===== src/rtl/vc_fifo_bank.sv =====
// Bank of NCH independent per-virtual-channel FIFOs behind one shared write port and one shared read port.
// Each channel has its own occupancy count, threshold flags and sticky error bit.
module vc_fifo_bank #(
    parameter int unsigned BW  = 6,
    parameter int unsigned LEN = 4,
    parameter int unsigned NCH = 4,
    parameter int unsigned CHW = 2
) (
    input  logic                     clk,
    input  logic                     reset_L,
    input  logic                     wr,
    input  logic [CHW-1:0]           wr_ch,
    input  logic [BW-1:0]            data_in,
    input  logic                     rd,
    input  logic [CHW-1:0]           rd_ch,
    input  logic [NCH*LEN-1:0]       umbral_bajo,
    input  logic [NCH*LEN-1:0]       umbral_alto,
    input  logic [NCH-1:0]           err_clr,
    output logic [BW-1:0]            data_out,
    output logic                     data_valid,
    output logic [NCH-1:0]           error_output,
    output logic [NCH-1:0]           full,
    output logic [NCH-1:0]           empty,
    output logic [NCH-1:0]           almost_full,
    output logic [NCH-1:0]           almost_empty,
    output logic [NCH*(LEN+1)-1:0]   count
);

    localparam int unsigned DEPTH = 2**LEN;
    localparam int unsigned CW    = LEN + 1;

    logic [BW-1:0]  r_mem  [NCH][DEPTH];
    logic [LEN-1:0] r_wptr [NCH];
    logic [LEN-1:0] r_rptr [NCH];
    logic [CW-1:0]  r_cnt  [NCH];
    logic [NCH-1:0] r_err;
    logic [BW-1:0]  r_dout;
    logic           r_dv;

    logic [NCH-1:0] w_wr_sel;
    logic [NCH-1:0] w_rd_sel;
    logic [NCH-1:0] w_wr_ok;
    logic [NCH-1:0] w_rd_ok;
    logic [NCH-1:0] w_err_set;
    logic [BW-1:0]  w_rd_word;

    // Per-channel request decode; a full channel still accepts a write when it is read in the same cycle.
    always_comb begin
        w_wr_sel  = '0;
        w_rd_sel  = '0;
        w_wr_ok   = '0;
        w_rd_ok   = '0;
        w_err_set = '0;
        w_rd_word = '0;
        for (int c = 0; c < NCH; c++) begin
            w_wr_sel[c]  = wr && (wr_ch == CHW'(c));
            w_rd_sel[c]  = rd && (rd_ch == CHW'(c));
            w_rd_ok[c]   = w_rd_sel[c] && (r_cnt[c] != '0);
            w_wr_ok[c]   = w_wr_sel[c] && ((r_cnt[c] != CW'(DEPTH)) || w_rd_ok[c]);
            w_err_set[c] = (w_wr_sel[c] && !w_wr_ok[c]) || (w_rd_sel[c] && !w_rd_ok[c]);
            if (w_rd_ok[c]) begin
                w_rd_word = r_mem[c][r_rptr[c]];
            end
        end
    end

    // Storage array is not reset; pointer reset alone discards its contents.
    always_ff @(posedge clk) begin
        for (int c = 0; c < NCH; c++) begin
            if (w_wr_ok[c]) begin
                r_mem[c][r_wptr[c]] <= data_in;
            end
        end
    end

    always_ff @(posedge clk or negedge reset_L) begin
        if (!reset_L) begin
            for (int c = 0; c < NCH; c++) begin
                r_wptr[c] <= '0;
                r_rptr[c] <= '0;
                r_cnt[c]  <= '0;
            end
            r_err  <= '0;
            r_dout <= '0;
            r_dv   <= 1'b0;
        end else begin
            for (int c = 0; c < NCH; c++) begin
                if (w_wr_ok[c]) begin
                    r_wptr[c] <= r_wptr[c] + LEN'(1);
                end
                if (w_rd_ok[c]) begin
                    r_rptr[c] <= r_rptr[c] + LEN'(1);
                end
                case ({w_wr_ok[c], w_rd_ok[c]})
                    2'b10:   r_cnt[c] <= r_cnt[c] + CW'(1);
                    2'b01:   r_cnt[c] <= r_cnt[c] - CW'(1);
                    default: r_cnt[c] <= r_cnt[c];
                endcase
                // A set event in the same cycle as a clear keeps the bit set.
                if (w_err_set[c]) begin
                    r_err[c] <= 1'b1;
                end else if (err_clr[c]) begin
                    r_err[c] <= 1'b0;
                end
            end
            r_dv <= |w_rd_ok;
            if (|w_rd_ok) begin
                r_dout <= w_rd_word;
            end
        end
    end

    // Status flags are decoded straight from the registered counts.
    always_comb begin
        full         = '0;
        empty        = '0;
        almost_full  = '0;
        almost_empty = '0;
        count        = '0;
        for (int c = 0; c < NCH; c++) begin
            full[c]          = (r_cnt[c] == CW'(DEPTH));
            empty[c]         = (r_cnt[c] == '0);
            almost_full[c]   = (r_cnt[c] >= {1'b0, umbral_alto[c*LEN +: LEN]});
            almost_empty[c]  = (r_cnt[c] <= {1'b0, umbral_bajo[c*LEN +: LEN]});
            count[c*CW +: CW] = r_cnt[c];
        end
    end

    assign data_out     = r_dout;
    assign data_valid   = r_dv;
    assign error_output = r_err;

endmodule

===== config.mk =====
export PLATFORM = sky130hd
export DESIGN_NAME = vc_fifo_bank
export DESIGN_NICKNAME = d
export VERILOG_FILES = /design/src/rtl/vc_fifo_bank.sv
export SDC_FILE = /design/constraint.sdc
export NUM_CORES = 1
export LEC_CHECK = 0
export BUFFER_PORTS_ARGS = -buffer_cell sky130_fd_sc_hd__buf_2
export CAP_MARGIN = 30
export CELL_PAD_IN_SITES_DETAIL_PLACEMENT = 1
export CELL_PAD_IN_SITES_GLOBAL_PLACEMENT = 1
export CORE_ASPECT_RATIO = 0.8
export CORE_MARGIN = 2
export CORE_UTILIZATION = 30
export CTS_BUF_LIST = sky130_fd_sc_hd__clkbuf_4
export CTS_CLUSTER_DIAMETER = 30
export DETAILED_ROUTE_END_ITERATION = 8
export HOLD_SLACK_MARGIN = 0.12
export PLACE_DENSITY_LB_ADDON = 0.1
export SYNTH_ARGS = -nofsm -noshare
export SYNTH_HDL_FRONTEND = slang
export SYNTH_SLANG_ARGS = --single-unit

===== constraint.sdc =====
create_clock -name clk -period 7.4 [get_ports clk]
set_input_delay 0.74 -clock clk [delete_from_list [all_inputs] [get_ports clk]]
set_output_delay 0.74 -clock clk [all_outputs]
set_load 0.05 [all_outputs]

==> results.toml <==
[outcome]
outcome = "finished clean"

[sta]
skew_ns = 0.0598
hold_slack_ns = 0.405
grt_setup_unrepaired = "false"
max_freq_mhz = 293
hold_viol_final = 0
fin_setup_tns_ns = 0
slew_viol_final = 0
tightest_slew_ns = 0.979
finalCritPeriodShare_pct = 46.1
slew_headroom_pct = 34.8
setup_viol = 0
min_period_ns = 3.41

[yosys]
synth_top_family_by_area = "multiplexers"
syn_inst = 1206
synth_xor_xnor_area_share_pct = 1.79
synth_nets = 1323
synthMuxAreaShare_pct = 12.3
yosysMostFrequentCell = "edfxtp_1"
async_reset_ff_share_pct = 14.1
synth.cell_area_um2 = 19500
synth_top_cell_by_area = "edfxtp_1"
synth_cell_type_count = 68
synth-edff-count = 384
synth_fa_ha_area_share_pct = 4.40
synth_compound_area_share_pct = 4.60
synthSimpleGateAreaFrac_pct = 7.44
ys_seq_elements = 447
seq_area_frac_synth_pct = 67.1
synthTopCellsByCount = "384 x edfxtp_1, 79 x mux4_2, 64 x ha_1, 63 x dfrtp_1, 63 x nand2_1"
netlist_top_cells_area = "edfxtp_1 59%, mux4_2 9.1%, dfrtp_1 8.1%"
yosys_warnings = 0
synth_ff_type = "edfxtp_1"
syn_area_per_cell_um2 = 16.2
yosysTopAreaCellShare_pct = 59.0

[power_and_ir_drop]
intPower_uw = 5200
p_leak_uw = 0.00817
power_frac_clock_pct = 28.0
finalPower_uw = 8210
swShare_pct = 36.6
combPwrFrac_pct = 31.0
p_seq_share_pct = 41.1
peakVddDrop_mv = 0.119
pwr_density_cell_nw_per_um2 = 360
p_switching_uw = 3000

[layout]
fin_nets = 1525
area_growth_pct = 16.5
drive_gt1_share_pct = 28.9

[global_routing]
antenna_found_initial = 2
grt_pass1_vias = 11919
gr-usage-all-layers_pct = 15.4
grt_overflow = 0
grt_pass1_wl_um = 76100
grt_max_degree = 65

[setup_path]
end_kind = "primary output"
cp.required_ns = 6.66
arrival_ns = 2.67
r2r_start = "count[12]$_DFFE_PN0P_"
cp-startpoint = "count[6]$_DFFE_PN0P_"
crit_path_start_kind = "flip-flop"
critPathKind = "flip-flop to primary output"
cp_max_fo = 8

[floorplan]
num_rows = 83
die_x_um = 289
die-area_um2 = 67200
initial_core_util_pct = 30.4
die_y_um = 232
ioPinCount = 97
core_area_um2 = 64300

[worst_hold_path]
min_from = "wr_ch[0]"
hold_path_class = "input port to flip-flop"

[run]
timing.max_cap.violations = 0

[cts]
cts_root_buf = "clkbuf_4"
cts_buffers = 121
clk_pin_slew_ns = 0.07
tritoncts = "built"
cts_resized = 0
cts_buffer_depth = 3
clk_latency_ns = 0.88
cts_sinks = 447
ctsHtreeMaxLevel = 3

[placed_design]
post-dp-hpwl_um = 31700
port_buffers = 96
routabilityCongestion = 0.724

[drt]
drtIter0Drc = 635
dr.pass1.iters = 5
via_per_inst = 4.71
wl_um = 50200
dr_total_vias = 11115
post_drt_wl_per_cell_um = 21.3
drc = 0
ant_nets = 0
## worst max-delay path: stages, from the launching register on
cell	delay (ns)
dfrtp_1	0.54
ha_1	0.31
nor2b_1	0.13
o21a_1	0.16
o21ai_0	0.17
nand2b_1	0.08
a21oi_1	0.12
buf_2	0.28
## layout by cell type, fill, tap and decap left out, types with 15 or more instances in the layout
| master | count |
|---|---|
| a21oi_1 | 19 |
| a22oi_1 | 15 |
| and2_1 | 31 |
| buf_2 | 100 |
| buf_4 | 19 |
| clkbuf_4 | 179 |
| clkinv_1 | 26 |
| dfrtp_1 | 60 |
| edfxtp_1 | 384 |
| ha_1 | 64 |
| inv_1 | 62 |
| mux2_2 | 18 |
| mux2i_1 | 41 |
| mux4_2 | 79 |
| nand2_1 | 63 |
| nand3_1 | 20 |
| nor2_1 | 54 |
| nor2b_1 | 17 |
| nor3_1 | 20 |
| o21ai_0 | 27 |
| xnor2_1 | 30 |
## area by class of cell
class | instances | area, um2
Fill cell | 6657 | 41500
Sequential cell | 447 | 13100
Multi-Input combinational cell | 647 | 5970
Clock buffer | 178 | 1340
Tap cell | 850 | 1060
Timing Repair Buffer | 129 | 763
Clock inverter | 44 | 290
Inverter | 62 | 233
Antenna cell | 2 | 5.00
## power by group through the flow
stage	clock network (uW)	registers [uW]	logic (uW)
4_1_cts	2390	3380	2590
5_1_grt	2520	3430	2790
3_3_place_gp	0	3430	2570
6_report	2290	3370	2540
2_1_floorplan	0	3410	1800
3_5_place_dp	0	3440	2580
## through the flow
| step | utilization (%) | std cells | instance area [um2] | setup slack [ns] |
|---|---|---|---|---|
| final | 35.4 | 2359 | 22800 | 3.99 |
| after global routing | 35.4 | 2359 | 22800 | 3.66 |
| after CTS | 35.4 | 2354 | 22700 | 3.85 |
| after detailed placement | 32.7 | 2125 | 21000 | 3.62 |
| after global placement | 32.7 | 2120 | 21000 | 3.72 |
| after floorplan | - | 1206 | 19500 | 4.06 |
## sequential cells by signal, summed over array words and instances, names as in the netlist
signal / cells
r_mem: 384
count: 20
r_rptr: 16
r_wptr: 16
data_out: 6
error_output: 4
data_valid: 1
## kinds of logic (layout without fill, tap and decap cells)
group | after synthesis | count (layout)
compound gates | 125 | 125
xor+xnor | 40 | 40
fa+ha+maj | 67 | 67
buf+inv | 112 | 413
flops | 447 | 447
mux | 139 | 139
other cells | 0 | 2
simple gates | 276 | 276
## final timing paths
check | endpoint | slack [ns] | cells past startpoint
setup / recovery | almost_empty[1] | 3.99 | 7
hold / removal | r_wptr[4]$_DFFE_PN0P_ | 0.41 | 3
setup reg to reg | count[14]$_DFFE_PN0P_ | 4.01 | 12
hold reg to reg | r_rptr[3]$_DFFE_PN0N_ | 0.47 | 1
max in group asynchronous | r_wptr[7]$_DFFE_PN0P_ | 5.85 | 4
min in group asynchronous | r_wptr[5]$_DFFE_PN0P_ | 0.74 | 3
## metal layers
| metal | track usage, % | up-vias | wire length (um) |
|---|---|---|---|
| met3 | 3.37 | 75 | 1730 |
| met1 | 22.3 | 5709 | 25200 |
| met2 | 22.7 | 176 | 22300 |
| li1 | - | 5155 | - |
| met5 | 0 | - | 0 |
| met4 | 5.04 | 0 | 955 |
## timing repair
action                    CTS  global route
hold buffers                7             0
buffers inserted            0             0
hold endpoints to repair   10             0
Note: power is estimated with default switching activity, not from simulation.
